--- config.mk ---
export PLATFORM = sky130hd
export DESIGN_NAME = projectile_move
export DESIGN_NICKNAME = d
export VERILOG_FILES = /design/src/rtl/game_motion_pkg.sv /design/src/rtl/projectile_move_rise_detect.sv /design/src/rtl/projectile_move.sv
export SDC_FILE = /design/constraint.sdc
export NUM_CORES = 1
export LEC_CHECK = 0
export ABC_AREA = 0
export BUFFER_PORTS_ARGS = -buffer_cell sky130_fd_sc_hd__buf_4
export CORE_ASPECT_RATIO = 0.7
export CORE_MARGIN = 2
export CORE_UTILIZATION = 25
export CTS_CLUSTER_SIZE = 12
export DETAILED_ROUTE_END_ITERATION = 7
export PLACE_DENSITY = 0.5
export RECOVER_POWER = 100
export SLEW_MARGIN = 5
export SYNTH_ARGS = -nofsm -noshare
export SYNTH_HDL_FRONTEND = slang
export SYNTH_HIERARCHICAL = 1
export SYNTH_SLANG_ARGS = --single-unit
--- constraint.sdc ---
create_clock -name clk -period 3.99 [get_ports clk]
set_input_delay 0.1995 -clock clk [delete_from_list [all_inputs] [get_ports clk]]
set_output_delay 0.1995 -clock clk [all_outputs]
set_load 0.02 [all_outputs]
--- src/rtl/game_motion_pkg.sv ---
// Shared motion types and screen constants for game objects.
package game_motion_pkg;

    typedef enum logic [1:0] {
        IDLE,
        WAIT,
        STEP,
        LIMITS
    } motion_state_t;

    localparam int FRAME_W = 640;
    localparam int FRAME_H = 480;
    localparam int SAFETY  = 2;

    // Arithmetic shift floors toward -inf, so off-screen-left positions stay monotonic.
    function automatic logic [10:0] fp_to_px(input logic signed [31:0] pos, input int unsigned shift);
        return 11'(pos >>> shift);
    endfunction

endpackage

--- src/rtl/projectile_move_rise_detect.sv ---
// Registered rising-edge detector: one-cycle pulse the cycle after i_sig rises.
module rise_detect (
    input  logic clk,
    input  logic resetN,
    input  logic i_sig,
    output logic o_rise
);

    logic r_prev;

    always_ff @(posedge clk or negedge resetN) begin
        if (!resetN) begin
            r_prev <= 1'b0;
            o_rise <= 1'b0;
        end else begin
            r_prev <= i_sig;
            o_rise <= i_sig & ~r_prev;
        end
    end

endmodule

--- src/rtl/projectile_move.sv ---
// Fixed-point projectile engine: launch, per-frame gravity step, walls, ground, hit and timeout.
// Optional damped ground bounce is enabled by defining BIRD_BOUNCE_EN.
module projectile_move
    import game_motion_pkg::*;
#(
    parameter int FP_SHIFT    = 6,
    parameter int SPEED_W     = 11,
    parameter int Y_ACCEL     = 10,
    parameter int MAX_Y_SPEED = 200,
    parameter int OBJ_W       = 32,
    parameter int OBJ_H       = 32,
    parameter int MAX_FLIGHT  = 255
`ifdef BIRD_BOUNCE_EN
    , parameter int MAX_BOUNCES = 3
`endif
) (
    input  logic               clk,
    input  logic               resetN,
    input  logic               startOfFrame,
    input  logic               fire,
    input  logic [SPEED_W-1:0] launch_vx,
    input  logic [SPEED_W-1:0] launch_vy,
    input  logic [10:0]        start_x,
    input  logic [10:0]        start_y,
    input  logic               collision,
    output logic [10:0]        topLeftX,
    output logic [10:0]        topLeftY,
    output logic               in_flight,
    output logic               hit_pulse,
    output logic               land_pulse,
    output logic               timeout_pulse
);

    localparam int LEFT_FP   = SAFETY * (1 << FP_SHIFT);
    localparam int RIGHT_FP  = (FRAME_W - 1 - SAFETY - OBJ_W) * (1 << FP_SHIFT);
    localparam int BOTTOM_FP = (FRAME_H - 1 - SAFETY - OBJ_H) * (1 << FP_SHIFT);
    localparam int CNT_W     = $clog2(MAX_FLIGHT + 1);

    motion_state_t      r_state;
    logic signed [31:0] r_xpos, r_ypos, r_xspd, r_yspd;
    logic [CNT_W-1:0]   r_cnt;
    logic               r_coll;
    logic               w_fire_rise;
    logic signed [31:0] w_start_x_fp, w_start_y_fp;
    logic signed [31:0] w_ysum, w_ynext, w_xabs;
`ifdef BIRD_BOUNCE_EN
    localparam int BNC_W = $clog2(MAX_BOUNCES + 1);
    logic [BNC_W-1:0]   r_bounces;
    logic signed [31:0] w_yabs;
    assign w_yabs = r_yspd[31] ? -r_yspd : r_yspd;
`endif

    rise_detect u_fire_edge (
        .clk    (clk),
        .resetN (resetN),
        .i_sig  (fire),
        .o_rise (w_fire_rise)
    );

    assign w_start_x_fp = {{21{start_x[10]}}, start_x} << FP_SHIFT;
    assign w_start_y_fp = {{21{start_y[10]}}, start_y} << FP_SHIFT;
    assign w_ysum       = r_yspd + Y_ACCEL;
    assign w_ynext      = (w_ysum > MAX_Y_SPEED) ? MAX_Y_SPEED : w_ysum;
    assign w_xabs       = r_xspd[31] ? -r_xspd : r_xspd;
    assign topLeftX     = fp_to_px(r_xpos, FP_SHIFT);
    assign topLeftY     = fp_to_px(r_ypos, FP_SHIFT);

    always_ff @(posedge clk or negedge resetN) begin
        if (!resetN) begin
            r_state       <= IDLE;
            r_xpos        <= '0;
            r_ypos        <= '0;
            r_xspd        <= '0;
            r_yspd        <= '0;
            r_cnt         <= '0;
            r_coll        <= 1'b0;
            in_flight     <= 1'b0;
            hit_pulse     <= 1'b0;
            land_pulse    <= 1'b0;
            timeout_pulse <= 1'b0;
`ifdef BIRD_BOUNCE_EN
            r_bounces     <= '0;
`endif
        end else begin
            hit_pulse     <= 1'b0;
            land_pulse    <= 1'b0;
            timeout_pulse <= 1'b0;
            case (r_state)
                IDLE: begin
                    r_xpos <= w_start_x_fp;
                    r_ypos <= w_start_y_fp;
                    if (w_fire_rise) begin
                        r_xspd    <= {{(32-SPEED_W){launch_vx[SPEED_W-1]}}, launch_vx};
                        r_yspd    <= {{(32-SPEED_W){launch_vy[SPEED_W-1]}}, launch_vy};
                        r_cnt     <= '0;
                        r_coll    <= 1'b0;
                        in_flight <= 1'b1;
                        r_state   <= WAIT;
`ifdef BIRD_BOUNCE_EN
                        r_bounces <= '0;
`endif
                    end
                end
                WAIT: begin
                    if (collision)
                        r_coll <= 1'b1;
                    if (startOfFrame)
                        r_state <= STEP;
                end
                STEP: begin
                    r_yspd  <= w_ynext;
                    r_xpos  <= r_xpos + r_xspd;
                    r_ypos  <= r_ypos + r_yspd;
                    r_cnt   <= r_cnt + CNT_W'(1);
                    r_state <= LIMITS;
                end
                LIMITS: begin
                    r_state <= WAIT;
                    if (r_coll) begin
                        hit_pulse <= 1'b1;
                        in_flight <= 1'b0;
                        r_state   <= IDLE;
                    end else if (r_cnt == CNT_W'(MAX_FLIGHT)) begin
                        timeout_pulse <= 1'b1;
                        in_flight     <= 1'b0;
                        r_state       <= IDLE;
                    end else if (r_ypos > BOTTOM_FP) begin
`ifdef BIRD_BOUNCE_EN
                        if (r_bounces < BNC_W'(MAX_BOUNCES) && w_yabs >= Y_ACCEL) begin
                            r_ypos    <= BOTTOM_FP;
                            r_yspd    <= -(r_yspd >>> 1);
                            r_xspd    <= r_xspd >>> 1;
                            r_bounces <= r_bounces + BNC_W'(1);
                        end else begin
                            land_pulse <= 1'b1;
                            in_flight  <= 1'b0;
                            r_state    <= IDLE;
                        end
`else
                        land_pulse <= 1'b1;
                        in_flight  <= 1'b0;
                        r_state    <= IDLE;
`endif
                    // Clamp and force direction so a wall never re-triggers next frame.
                    end else if (r_xpos < LEFT_FP) begin
                        r_xpos <= LEFT_FP;
                        r_xspd <= w_xabs;
                    end else if (r_xpos > RIGHT_FP) begin
                        r_xpos <= RIGHT_FP;
                        r_xspd <= -w_xabs;
                    end
                end
                default: r_state <= IDLE;
            endcase
        end
    end

endmodule
# Word-level counts from Yosys, hierarchy flattened

Cells that the tools add are included.

$add $sub $neg: 6
Magnitude comparators: 4
Eq/ne operators: 12
Multiplexer cells: 43
Bitwise logic cells: 2
Reduce and logical (&&, ||, !) cells: 11

Operators by type and width:

| operator              | number |
|---|---|
| $mux 32               | 14 |
| $pmux 32 s2           | 3 |
| $pmux 32 s3           | 1 |
| $add 32x32->32        | 2 |
| $neg 32->32           | 2 |
| $add 32x5->32 const B | 1 |
| $gt 32x16->1 const B  | 1 |
| $gt 32x17->1 const B  | 1 |
| $gt 32x9->1 const B   | 1 |
| $lt 32x9->1 const B   | 1 |
| $mux 1                | 18 |
| $pmux 8 s2            | 1 |
| $ne 2x2->1 const B    | 5 |
| $add 8x1->8 const B   | 1 |
| $eq 8x8->1 const B    | 1 |
| $mux 8                | 1 |
| $pmux 2 s4            | 1 |
| $reduce_and 3->1      | 2 |
| $reduce_and 6->1      | 1 |
| $reduce_bool 2->1     | 3 |
| $reduce_and 5->1      | 1 |
| $eq 2x2->1 const B    | 2 |
| $mux 2                | 2 |
| $ne 4x4->1 const B    | 1 |
| other kinds (9)       | 11 |

Register bits: 145
Input port bits: 49
Output and inout port bits: 26
Logic and storage cells: 91

# Depth between registers and ports, before layout

Depth in word-level cells: 9
Depth in mapped cells: 14
Mapped depth without buffers: 12

# Modules after synthesis

Netlist, hierarchy kept.

By module, submodules not included:

| module          | times used | cells each | area each (µm²) | seq. area each (µm²) |
|---|---|---|---|---|
| projectile_move | 1          | 1587       | 12648.4         | 3578.4 |
| rise_detect     | 1          | 3          | 63.8            | 50.0 |

# Worst setup path before layout

Ideal clock, no wire load.

Path kind: reg2reg
From: register r_xspd[0]
To: register r_xspd[21]
Setup time: 0.136 ns
Arrival time: 3.222 ns
Required time: 3.854 ns
Setup slack: 0.632 ns
Stages on the path, launching flop included: 15
Buffers on the path: 2
Period minus slack after synthesis: 3.358 ns
Cell sequence: dfrtp_1 clkbuf_1 inv_1 ha_1 nor2b_1 clkbuf_1 nand3_4 or4_1 a211oi_2 o21ai_2 or4_1 a21oi_1 nor4_2 mux2i_1 a21oi_1

Cells in the longest elaborated chain, start to end: 9

Ends and longest elaborated chain:

| element                  | RTL line               | text |
|---|---|---|
| start: declaration       | projectile_move.sv:40  | `logic signed [31:0] r_xpos, r_ypos, r_xspd, r_yspd;` |
| start signal: assignment | projectile_move.sv:93  | `r_xspd <= {{(32-SPEED_W){launch_vx[SPEED_W-1]}}, launch_vx};` |
| start signal: assignment | projectile_move.sv:147 | `r_xspd <= w_xabs;` |
| start signal: assignment | projectile_move.sv:150 | `r_xspd <= -w_xabs;` |
| $neg 32->32              | projectile_move.sv:64  | `assign w_xabs = r_xspd[31] ? -r_xspd : r_xspd;` |
| $mux 32 (*)              | projectile_move.sv:64  |  |
| $neg 32->32              | projectile_move.sv:150 |  |
| $mux 32                  | projectile_move.sv:148 | `end else if (r_xpos > RIGHT_FP) begin` |
| $mux 32 (*)              | projectile_move.sv:145 | `end else if (r_xpos < LEFT_FP) begin` |
| $mux 32 (*)              | projectile_move.sv:127 | `end else if (r_ypos > BOTTOM_FP) begin` |
| $mux 32 (*)              | projectile_move.sv:123 | `end else if (r_cnt == CNT_W'(MAX_FLIGHT)) begin` |
| $mux 32 (*)              | projectile_move.sv:119 | `if (r_coll) begin` |
| $pmux 32 s2 (*)          | projectile_move.sv:88  | `case (r_state)` |

Every way passes the cells marked *; elsewhere a longest branch is shown, timed or not. The select of a mux whose other input is x is not followed.
A chain may end at the register's enable or synchronous reset.

# Final worst setup path

From: register r_xspd[1]
To: register r_xspd[31]

Same word-level chain as after synthesis.

==> flow_summary.toml <==
[die]
dieWidth_um = 274
initial_utilization_pct = 25.2
coreArea_um2 = 50500
ios = 75
die_area_um2 = 52700
dieHeight_um = 193
rows = 69

[sta]
finalSetupTns_ns = 0
min_period_ns = 3.83
tightest_slew_ns = 2.78
fin_skew_ns = 0.0203
max-slew-margin-rel_pct = -85.5
rsz0062_at_grt = "true"
setup_viol = 0
finalHoldViolations = 0
post-route-period-util_pct = 95.9
timing.fmax_mhz = 261
slew_violations = 125

[layout]
final_util_pct = 28.6
layout_common_cells = "a21oi_1 (157), o21ai_0 (153), nand2_1 (152)"
area_delta_synth_final_pct = 13.4
fin_nets = 1744
n_antenna_cell = 0
layout-drive-gt1-share_pct = 10.3
layout_commonest_cell = "a21oi_1"

[drt]
drt_iter0_drc = 1149
via_count = 12248
wl_um = 42500
wl_per_cell_um = 18.4
drcViolationCount = 0
ant_nets = 0
dr.pass1.iters = 5
vias_per_cell = 5.30

[synthesis]
synth_edf_count = 0
synth.avg_cell_area_um2 = 8.00
async_flop_share_pct = 100
yosys_warnings = 6
synthTopCellsByArea = "dfrtp_1 (29%), ha_1 (6.8%), a21oi_1 (6.3%)"
synth.top_cell.area_share_pct = 28.5
syn_inst = 1590
syn_nets = 1710
ys_seq_area_share_pct = 28.5
synth_area_leader_cell = "dfrtp_1"
synth_area_um2 = 12700
ys.flop_type = "dfrtp_1"
synth_cell_types = 89
synth-seq-cells = 145

[worst_setup_path]
cp-end-kind = "register"
critPathArrivalTime_ns = 4.21
reg2reg_to = "r_xspd[31]"
path_class = "reg -> reg"
cp_max_fo = 10
cp_data_required_time_ns = 4.37
cp_top_family = "compound AO/OA/AOI/OAI gates"
rr_startpoint = "r_xspd[1]"
cpPeakStageDelay_ns = 0.52
crit_chain = "inv_1, ha_1, nor2b_2, nand3_4, o41ai_1, xor2_1, o211ai_1, nor4_2, a31oi_1, xnor2_1, a211oi_1, a21o_1"
cp_slowest_cell = "nor4_2"
rrSetupSlack_ns = 0.16
worst_r2r_path_depth = 12
critPathLaunchType = "register"
path_buf_inv = 1

[clock_tree]
cts_tree = "yes"
clk_pin_slew_worst_paths_ns = 0.07
cts_sinks = 145
clk_path_buf_depth = 2
root_buffer = "clkbuf_16"
clk-insertion-delay-late_ns = 0.46
htree_levels = 4
cts_setup_buffers = 0
cts_made_buffers = 17

[grt]
grt_overflow = 0
grt_pass1_wl_um = 67100
grt_pass1_vias = 11381
antenna_found_initial = 1
grt_max_degree = 98
grtUsageTotal_pct = 16.4

[worst_hold_path]
worstHoldPathCells = 3
holdPathEnd = "r_xspd[6]"
worst_hold_path_type = "in -> reg"
hold_start = "launch_vx[6]"

[power]
p_leak_uw = 0.00591
powerDensity_nw_per_um2 = 1010
irDropWorstVdd_mv = 0.461

[status]
status = "finished with violations"
violations = "capacitance limit, slew limit"

[place]
dp_hpwl_um = 31800
gp_congestion = 0.886
port_buffers = 74

[job]
drv_cap = 2
-- logic make-up (layout without fill, tap and decap cells) --
kind of cell	Yosys count	after routing	synth area share, %
simple gates	521	521	21.2
fa+ha+maj	71	71	7.11
compound gates	557	557	27.7
flops	145	145	28.5
buf+inv	160	207	5.52
mux	31	31	2.60
xor+xnor	105	105	7.35
-- Yosys cell counts, types with 15 or more instances --
cell type    n
xor2_1      45
nor4_1      25
nand2_1    153
nand2b_1    26
buf_4       22
a21o_1      40
clkbuf_1    68
mux2i_1     24
buf_2       15
nand4_1     24
nor3_1      22
nand3_1     41
o31ai_1     20
a211oi_1    17
inv_1       48
a21oi_1    159
xnor2_1     58
a31oi_1     21
ha_1        69
nor2_1     106
and3_1      18
dfrtp_1    145
or3_1       18
o21ai_0    152
-- cell type report --
class,count,area (um^2)
tap,674,843
fill,5433,36100
timing repair buffer,127,841
inverter,48,180
multi-input combinational,1285,8410
sequential,145,3630
clock inverter,12,85.1
clock buffer,20,437
-- worst register-to-register path, delay by kind of cell, from the launching register on --
family                   cells  cell delay [ns]
AO/OA/AOI/OAI                5             1.21
AND/OR/NAND/NOR              3             1.08
flip-flops                   1             0.51
XOR/XNOR                     2             0.51
adder cells (fa/ha/maj)      1             0.29
buffers and inverters        1             0.14
-- report_power, final --
group | total (uW) | switching, uW | internal [uW] | leakage (uW)
sequential | 3490 | 1320 | 2180 | 0.00179
clock | 1520 | 723 | 794 | 0.000247
combinational | 9590 | 5770 | 3820 | 0.00387
total | 14600 | 7810 | 6790 | 0.00591
-- registers in the layout (all words and copies together) (netlist names) --
| signal | flops |
|---|---|
| r_xpos | 32 |
| r_xspd | 32 |
| hit_pulse | 1 |
| u_fire_edge/o_rise | 1 |
| r_yspd | 32 |
| in_flight | 1 |
| r_ypos | 32 |
| land_pulse | 1 |
| u_fire_edge/r_prev | 1 |
| r_cnt | 8 |
| r_coll | 1 |
| r_state | 2 |
| timeout_pulse | 1 |
-- timing repair --
| action | 4_1_cts | 5_1_grt |
|---|---|---|
| endpoints found under the setup margin | 0 | 14 |
| hold buffers | 12 | 0 |
| endpoints found under the hold margin | 107 | 0 |
| gates resized for setup | 0 | 6 |
-- routing by layer --
metal,vias up,global-route usage (%),part of all wire (%)
met1,5916,25.6,53
li1,5926,-,-
met3,31,4.07,6.8
met2,373,22.0,39
met4,2,3.66,1.1
met5,-,0,0.019
-- worst max-delay path by stage --
stage               from          to  slack (ns)  depth (start not counted)
6_report       r_xspd[1]  r_xspd[31]        0.16                         12
3_3_place_gp   r_ypos[7]  r_xspd[20]        0.21                         10
5_1_grt        r_xspd[1]  r_xspd[31]       -0.06                         12
2_1_floorplan  r_xspd[0]  r_xspd[21]        0.63                         14
4_1_cts        r_xspd[1]  r_xspd[31]        0.09                         12
3_5_place_dp   r_xspd[1]  r_xspd[31]        0.16                         12
-- stage by stage --
stage / worst slack [ns] / area [um^2] / instances / power (uW) / hold slack (ns)
2_1_floorplan: 0.632 / 12700 / 1590 / 10500 / -0.0961
4_1_cts: 0.0909 / 14600 / 2311 / 14700 / 0.00130
5_1_grt: -0.0554 / 14400 / 2311 / 15900 / 0.0137
3_5_place_dp: 0.160 / 13900 / 2267 / 13100 / 0.325
3_3_place_gp: 0.207 / 13900 / 2267 / 13000 / 0.328
6_report: 0.163 / 14400 / 2311 / 14600 / 0.0207
Power figures use the tool's default switching activity.
